File: config.mk
export PLATFORM = sky130hd
export DESIGN_NAME = alu_serial_sequencer
export DESIGN_NICKNAME = d
export VERILOG_FILES = /design/src/rtl/alu_serial_pkg.sv /design/src/rtl/alu_serial_sequencer_flags.sv /design/src/rtl/alu_serial_sequencer.sv
export SDC_FILE = /design/constraint.sdc
export NUM_CORES = 1
export LEC_CHECK = 0
export CAP_MARGIN = 30
export CORE_UTILIZATION = 67
export DETAILED_ROUTE_END_ITERATION = 16
export DONT_BUFFER_PORTS = 1
export GPL_ROUTABILITY_DRIVEN = 0
export GPL_TIMING_DRIVEN = 0
export PLACE_DENSITY_LB_ADDON = 0.12
export SLEW_MARGIN = 20
export SYNTH_ARGS = -nofsm -noshare
export SYNTH_HDL_FRONTEND = slang
export SYNTH_SLANG_ARGS = --single-unit
File: constraint.sdc
create_clock -name clk -period 2.99 [get_ports clk]
set_input_delay 0.598 -clock clk [delete_from_list [all_inputs] [get_ports clk]]
set_output_delay 0.598 -clock clk [all_outputs]
set_load 0.02 [all_outputs]
File: src/rtl/alu_serial_pkg.sv
// Shared types, op codes and carry-in lookup for the bit-serial ALU sequencer.
// SERIAL_ALU_CARRY_CHAIN_EN routes a sticky carry into ADC/SBB.
package alu_serial_pkg;

    typedef enum logic [1:0] {
        IDLE,
        SHIFT,
        DONE
    } state_t;

    localparam logic MODE_ARITH = 1'b0;
    localparam logic MODE_LOGIC = 1'b1;

    localparam logic [2:0] OP_ADD   = 3'b000;
    localparam logic [2:0] OP_SUB   = 3'b001;
    localparam logic [2:0] OP_INC   = 3'b010;
    localparam logic [2:0] OP_SBB   = 3'b011;
    localparam logic [2:0] OP_ADDNB = 3'b100;
    localparam logic [2:0] OP_DEC   = 3'b101;
    localparam logic [2:0] OP_PASSB = 3'b110;
    localparam logic [2:0] OP_PASSA = 3'b111;

    typedef struct packed {
        logic carry;
        logic zero;
        logic sign;
        logic overflow;
    } alu_flags_t;

    // sticky is tied low when the carry chain is not built
    function automatic logic cin0_lookup(
        input logic       mode,
        input logic [2:0] op,
        input logic       sticky
    );
        logic r;
        r = 1'b0;
        if (mode == MODE_ARITH) begin
            case (op)
                OP_SUB, OP_INC: r = 1'b1;
                OP_ADD, OP_SBB: r = sticky;
                default:        r = 1'b0;
            endcase
        end
        return r;
    endfunction

endpackage

File: src/rtl/alu_serial_sequencer_flags.sv
// Zero accumulation, MSB carry-in capture and flag formation for the serial ALU.
// Used by alu_serial_sequencer (see SERIAL_ALU_CARRY_CHAIN_EN there).
import alu_serial_pkg::*;

module serial_flag_tracker (
    input  logic       clk,
    input  logic       rst_n,
    input  logic       start,
    input  logic       shift_en,
    input  logic       last,
    input  logic       mode,
    input  logic       slice_out,
    input  logic       slice_cin,
    input  logic       carry,
    input  logic       msb,
    output alu_flags_t flags
);

    logic zero_acc;
    logic cin_msb;

    always_ff @(posedge clk or negedge rst_n) begin
        if (!rst_n) begin
            zero_acc <= 1'b0;
            cin_msb  <= 1'b0;
        end else if (start) begin
            zero_acc <= 1'b1;
            cin_msb  <= 1'b0;
        end else if (shift_en) begin
            zero_acc <= zero_acc & ~slice_out;
            if (last) begin
                cin_msb <= slice_cin;
            end
        end
    end

    always_comb begin
        flags          = '0;
        flags.zero     = zero_acc;
        flags.sign     = msb;
        if (mode == MODE_ARITH) begin
            flags.carry    = carry;
            flags.overflow = cin_msb ^ carry;
        end
    end

endmodule

File: src/rtl/alu_serial_sequencer.sv
// Bit-serial sequencer feeding a one-bit ALU slice LSB first, with carry chaining.
// Optional SERIAL_ALU_CARRY_CHAIN_EN: sticky carry feeds ADC/SBB carry-in.
import alu_serial_pkg::*;

module alu_serial_sequencer #(
    parameter int WIDTH = 8
) (
    input  logic             clk,
    input  logic             rst_n,
    input  logic             req_valid,
    output logic             req_ready,
    input  logic             req_mode,
    input  logic [2:0]       req_op,
    input  logic [WIDTH-1:0] req_a,
    input  logic [WIDTH-1:0] req_b,
    output logic             rsp_valid,
    input  logic             rsp_ready,
    output logic [WIDTH-1:0] rsp_result,
    output logic             rsp_carry,
    output logic             rsp_zero,
    output logic             rsp_sign,
    output logic             rsp_overflow,
    output logic             busy,
    output logic             slice_a,
    output logic             slice_b,
    output logic             slice_cin,
    output logic             slice_mode,
    output logic [2:0]       slice_op,
    input  logic             slice_out,
    input  logic             slice_carry
);

    localparam int CW = (WIDTH > 1) ? $clog2(WIDTH) : 1;

    state_t           state_q;
    state_t           state_d;
    logic [WIDTH-1:0] a_sh;
    logic [WIDTH-1:0] b_sh;
    logic [WIDTH-1:0] res_sh;
    logic             mode_q;
    logic [2:0]       op_q;
    logic [CW-1:0]    cnt_q;
    logic             cin0_q;
    logic             carry_q;
    logic             rsp_valid_q;
    logic [WIDTH-1:0] rsp_result_q;
    alu_flags_t       rsp_flags_q;
    alu_flags_t       flags;
    logic             sticky;
    logic             start;
    logic             in_shift;
    logic             last;

    assign start    = (state_q == IDLE) && req_valid;
    assign in_shift = (state_q == SHIFT);
    assign last     = (cnt_q == CW'(WIDTH - 1));

`ifdef SERIAL_ALU_CARRY_CHAIN_EN
    logic sticky_q;

    // only arithmetic results carry into the next ADC/SBB
    always_ff @(posedge clk or negedge rst_n) begin
        if (!rst_n) begin
            sticky_q <= 1'b0;
        end else if (rsp_valid_q && rsp_ready && mode_q == MODE_ARITH) begin
            sticky_q <= rsp_flags_q.carry;
        end
    end

    assign sticky = sticky_q;
`else
    assign sticky = 1'b0;
`endif

    always_comb begin
        state_d = state_q;
        unique case (state_q)
            IDLE:    if (req_valid) state_d = SHIFT;
            SHIFT:   if (last) state_d = DONE;
            DONE:    if (rsp_valid_q && rsp_ready) state_d = IDLE;
            default: state_d = IDLE;
        endcase
    end

    always_comb begin
        slice_a    = 1'b0;
        slice_b    = 1'b0;
        slice_cin  = 1'b0;
        slice_mode = 1'b0;
        slice_op   = 3'b000;
        if (in_shift) begin
            slice_a    = a_sh[0];
            slice_b    = b_sh[0];
            slice_cin  = (cnt_q == '0) ? cin0_q : carry_q;
            slice_mode = mode_q;
            slice_op   = op_q;
        end
    end

    always_ff @(posedge clk or negedge rst_n) begin
        if (!rst_n) begin
            state_q <= IDLE;
        end else begin
            state_q <= state_d;
        end
    end

    always_ff @(posedge clk or negedge rst_n) begin
        if (!rst_n) begin
            a_sh         <= '0;
            b_sh         <= '0;
            res_sh       <= '0;
            mode_q       <= 1'b0;
            op_q         <= 3'b000;
            cnt_q        <= '0;
            cin0_q       <= 1'b0;
            carry_q      <= 1'b0;
            rsp_valid_q  <= 1'b0;
            rsp_result_q <= '0;
            rsp_flags_q  <= '0;
        end else begin
            unique case (state_q)
                IDLE: begin
                    if (req_valid) begin
                        a_sh    <= req_a;
                        b_sh    <= req_b;
                        mode_q  <= req_mode;
                        op_q    <= req_op;
                        cnt_q   <= '0;
                        cin0_q  <= cin0_lookup(req_mode, req_op, sticky);
                        carry_q <= 1'b0;
                    end
                end
                SHIFT: begin
                    res_sh  <= {slice_out, res_sh[WIDTH-1:1]};
                    a_sh    <= a_sh >> 1;
                    b_sh    <= b_sh >> 1;
                    carry_q <= slice_carry;
                    cnt_q   <= cnt_q + 1'b1;
                end
                DONE: begin
                    // response registers load once, then hold until taken
                    if (!rsp_valid_q) begin
                        rsp_valid_q  <= 1'b1;
                        rsp_result_q <= res_sh;
                        rsp_flags_q  <= flags;
                    end else if (rsp_ready) begin
                        rsp_valid_q <= 1'b0;
                    end
                end
                default: ;
            endcase
        end
    end

    serial_flag_tracker u_flags (
        .clk       (clk),
        .rst_n     (rst_n),
        .start     (start),
        .shift_en  (in_shift),
        .last      (last),
        .mode      (mode_q),
        .slice_out (slice_out),
        .slice_cin (slice_cin),
        .carry     (carry_q),
        .msb       (res_sh[WIDTH-1]),
        .flags     (flags)
    );

    assign req_ready    = (state_q == IDLE);
    assign busy         = (state_q != IDLE);
    assign rsp_valid    = rsp_valid_q;
    assign rsp_result   = rsp_result_q;
    assign rsp_carry    = rsp_flags_q.carry;
    assign rsp_zero     = rsp_flags_q.zero;
    assign rsp_sign     = rsp_flags_q.sign;
    assign rsp_overflow = rsp_flags_q.overflow;

endmodule
==> reports/qor.yml <==
worst_setup_path:
  r2r_cells: 4
  required_ns: 2.39
  r2r_start: "state_q[0]"
  crit_arrival_ns: 1.85
  cp-start-kind: "flip-flop"
  cp-end-kind: "output pin"
  r2r-end: "rsp_result[2]"
  worstPathMaxFanout: 10
  ff2ff_setup_slack_ns: 1.45
  crit_type: "flip-flop to output pin"
pwr:
  vdd_ir_drop_max_mv: 0.643
  intPower_mw: 1.49
  powerDensity_nw_per_um2: 1040
  p_comb_share_pct: 35.9
  swShare_pct: 40.6
  pwr-share-seq_pct: 48.1
  power.switching_mw: 1.01
  leakage_nw: 1.16
  p_clk_share_pct: 16.0
routing:
  wl_met3_um: 239
  ant_nets: 0
  drt-wirelength-per-cell_um: 16.4
  vias_per_cell: 5.84
  drtPass1Iterations: 4
  first_iter_violations: 117
  vias: 1593
  maxUsedRoutingLayer: "met4"
  wl_met1_mm: 1.86
  drcViolationCount: 0
  wl_met2_mm: 2.30
  routed_wl_mm: 4.47
global_route:
  antenna_found_initial: 0
  globalRouteOverflowTotal: 0
  grtUsageTotal_pct: 28.2
  grt_pass1_wl_mm: 7.27
  grt_start_max_net_pins: 50
  grt_pass1_vias: 1594
cts:
  cts_buffers: 5
  cts_tree: "done"
  cts_max_level: 2
  clk_pin_slew_ns: 0.14
  clock_latency_ns: 0.36
  clk_path_buf_depth: 2
  cts_root_buf: "clkbuf_4"
  clock_sinks: 49
layout:
  fillers: 228
  layout_common_cells: "49 x nand2_1, 49 x dfrtp_1, 16 x nor2b_1"
  drive_gt1_share_pct: 14.0
  final_util_pct: 77.5
  syn2layout_area_growth_pct: 7.49
  stdcell_count: 273
  layout.nets: 257
  antenna_cells: 0
  seq_area_sq_um: 1230
  multiInputGateArea_sq_um: 915
floorplan:
  std_cell_rows: 20
  dieWidth_um: 59.8
  io_pins: 48
  dieArea_sq_um: 3570
  die_h_um: 59.8
  start_util_pct: 72.1
  coreArea_sq_um: 3100
synth:
  avgSynthCellArea_sq_um: 10.2
  synth_edf_count: 0
  syn_nets: 249
  syn-cell-area_sq_um: 2240
  async_flop_share_pct: 100
  synth.yosys.seq_area_share_pct: 54.8
  ys_ff_latch: 49
  ys_warn_count: 0
  synthCells: 220
  ys.flop_type: "dfrtp_1"
  ys_types: 29
placed_design:
  pre_cts_ws_ns: 0.985
  dp.cells: 264
  port_buffers: 0
  dp_hpwl_mm: 3.10
status:
  status: "completed"
sta:
  max_slew_margin_pct: 61.1
  worstMarginPinSlew_ns: 0.580
  timing.final.crit_period_ns: 2.45
  post-route-period-util_pct: 82.0
  clock_skew_ns: 0.0256
  fmaxAchievable_ghz: 0.408
  finalHoldViolations: 0
  setup_violations: 0
  worst_slack_ns: 0.538
  rsz0062_at_grt: "false"
  slew_viol_final: 0
  tns_ns: 0
job:
  maxCapViolCount: 0
hold_path:
  hp-class: "input pin to async pin"
==> timing repair <==
| action | in CTS | in global routing |
|---|---|---|
| hold buffers | 1 | 0 |
| hold endpoints to repair | 49 | 0 |
| setup buffers | 0 | 0 |
| endpoints found under the setup margin | 0 | 0 |
| gates resized for setup | 0 | 0 |
==> sequential cells by signal, indices dropped and copies added, names as in the netlist <==
name              cells
carry_q               1
u_flags.cin_msb       1
rsp_result            8
cnt_q                 3
b_sh                  8
rsp_carry             1
cin0_q                1
rsp_zero              1
mode_q                1
state_q               2
rsp_valid             1
a_sh                  8
res_sh                8
u_flags.zero_acc      1
op_q                  3
rsp_overflow          1
==> kinds of logic after synthesis <==
family                     share of synthesized area, %
xor gates and xnor gates                          0.783
AOI/OAI and AO/OA                                  13.4
buffers and inverters                              4.31
DFF                                                54.8
muxes                                              5.98
and+or+nand+nor                                    19.1
adders and majority gates                          1.68
==> critical path, cell delays in order, from the launching register on <==
cell	delay (ns)
dfrtp_1	0.40
buf_6	0.15
and2b_1	0.21
clkbuf_1	0.41
and2_1	0.32
==> Yosys cell counts, types with 3 or more instances <==
library cell | instances | area share [%]
dfrtp_1 | 49 | 55
clkbuf_1 | 4 | 0.67
a21oi_1 | 14 | 3.1
nor2b_1 | 16 | 4.5
a22oi_1 | 14 | 4.7
o21ai_0 | 15 | 3.4
buf_2 | 5 | 1.1
nor2_1 | 4 | 0.67
inv_1 | 3 | 0.50
and2_1 | 6 | 1.7
buf_6 | 3 | 1.5
nand3_1 | 6 | 1.3
ha_1 | 3 | 1.7
mux2_2 | 11 | 5.5
nand2_1 | 49 | 8.2
==> area by class of cell <==
class | instances | share of cell area, %
sequential | 49 | 51.0
multi-input combinational | 154 | 38.0
buffer | 14 | 3.54
clock buffer | 7 | 2.29
tap | 44 | 2.29
clock inverter | 1 | 1.25
timing repair buffer | 1 | 1.14
inverter | 3 | 0.468
==> power groups by stage <==
stage / combinational, mW / sequential [mW] / clock [mW]
after floorplan: 0.715 / 1.16 / 0
after global placement: 0.819 / 1.19 / 0
after detailed placement: 0.877 / 1.22 / 0
after CTS: 0.899 / 1.20 / 0.405
after global routing: 1.00 / 1.24 / 0.435
final: 0.897 / 1.20 / 0.400
==> how the worst max path moves through the flow <==
stage | startpoint | end | slack, ns | depth (start not counted)
after floorplan | state_q[1] | busy | 1.15 | 4
after global placement | state_q[0] | slice_op[0] | 1.01 | 4
after detailed placement | state_q[0] | slice_mode | 0.98 | 4
after CTS | state_q[0] | slice_mode | 0.56 | 4
after global routing | state_q[1] | busy | 0.43 | 4
final | state_q[0] | slice_op[2] | 0.54 | 4
==> stage by stage <==
stage	cell area, sq um	total power, mW	hold slack [ns]
after floorplan	2240	1.87	0.302
after global placement	2290	2.01	0.304
after detailed placement	2290	2.09	0.304
after CTS	2400	2.51	0.0643
after global routing	2400	2.67	0.0379
final	2400	2.50	0.0613
==> per-layer routing <==
metal / vias up / GRT usage (%)
li1: 756 / -
met1: 783 / 35.0
met2: 47 / 47.0
met3: 7 / 8.87
met4: 0 / 9.30
met5: - / 0
Note: power is estimated with default switching activity, not from simulation.
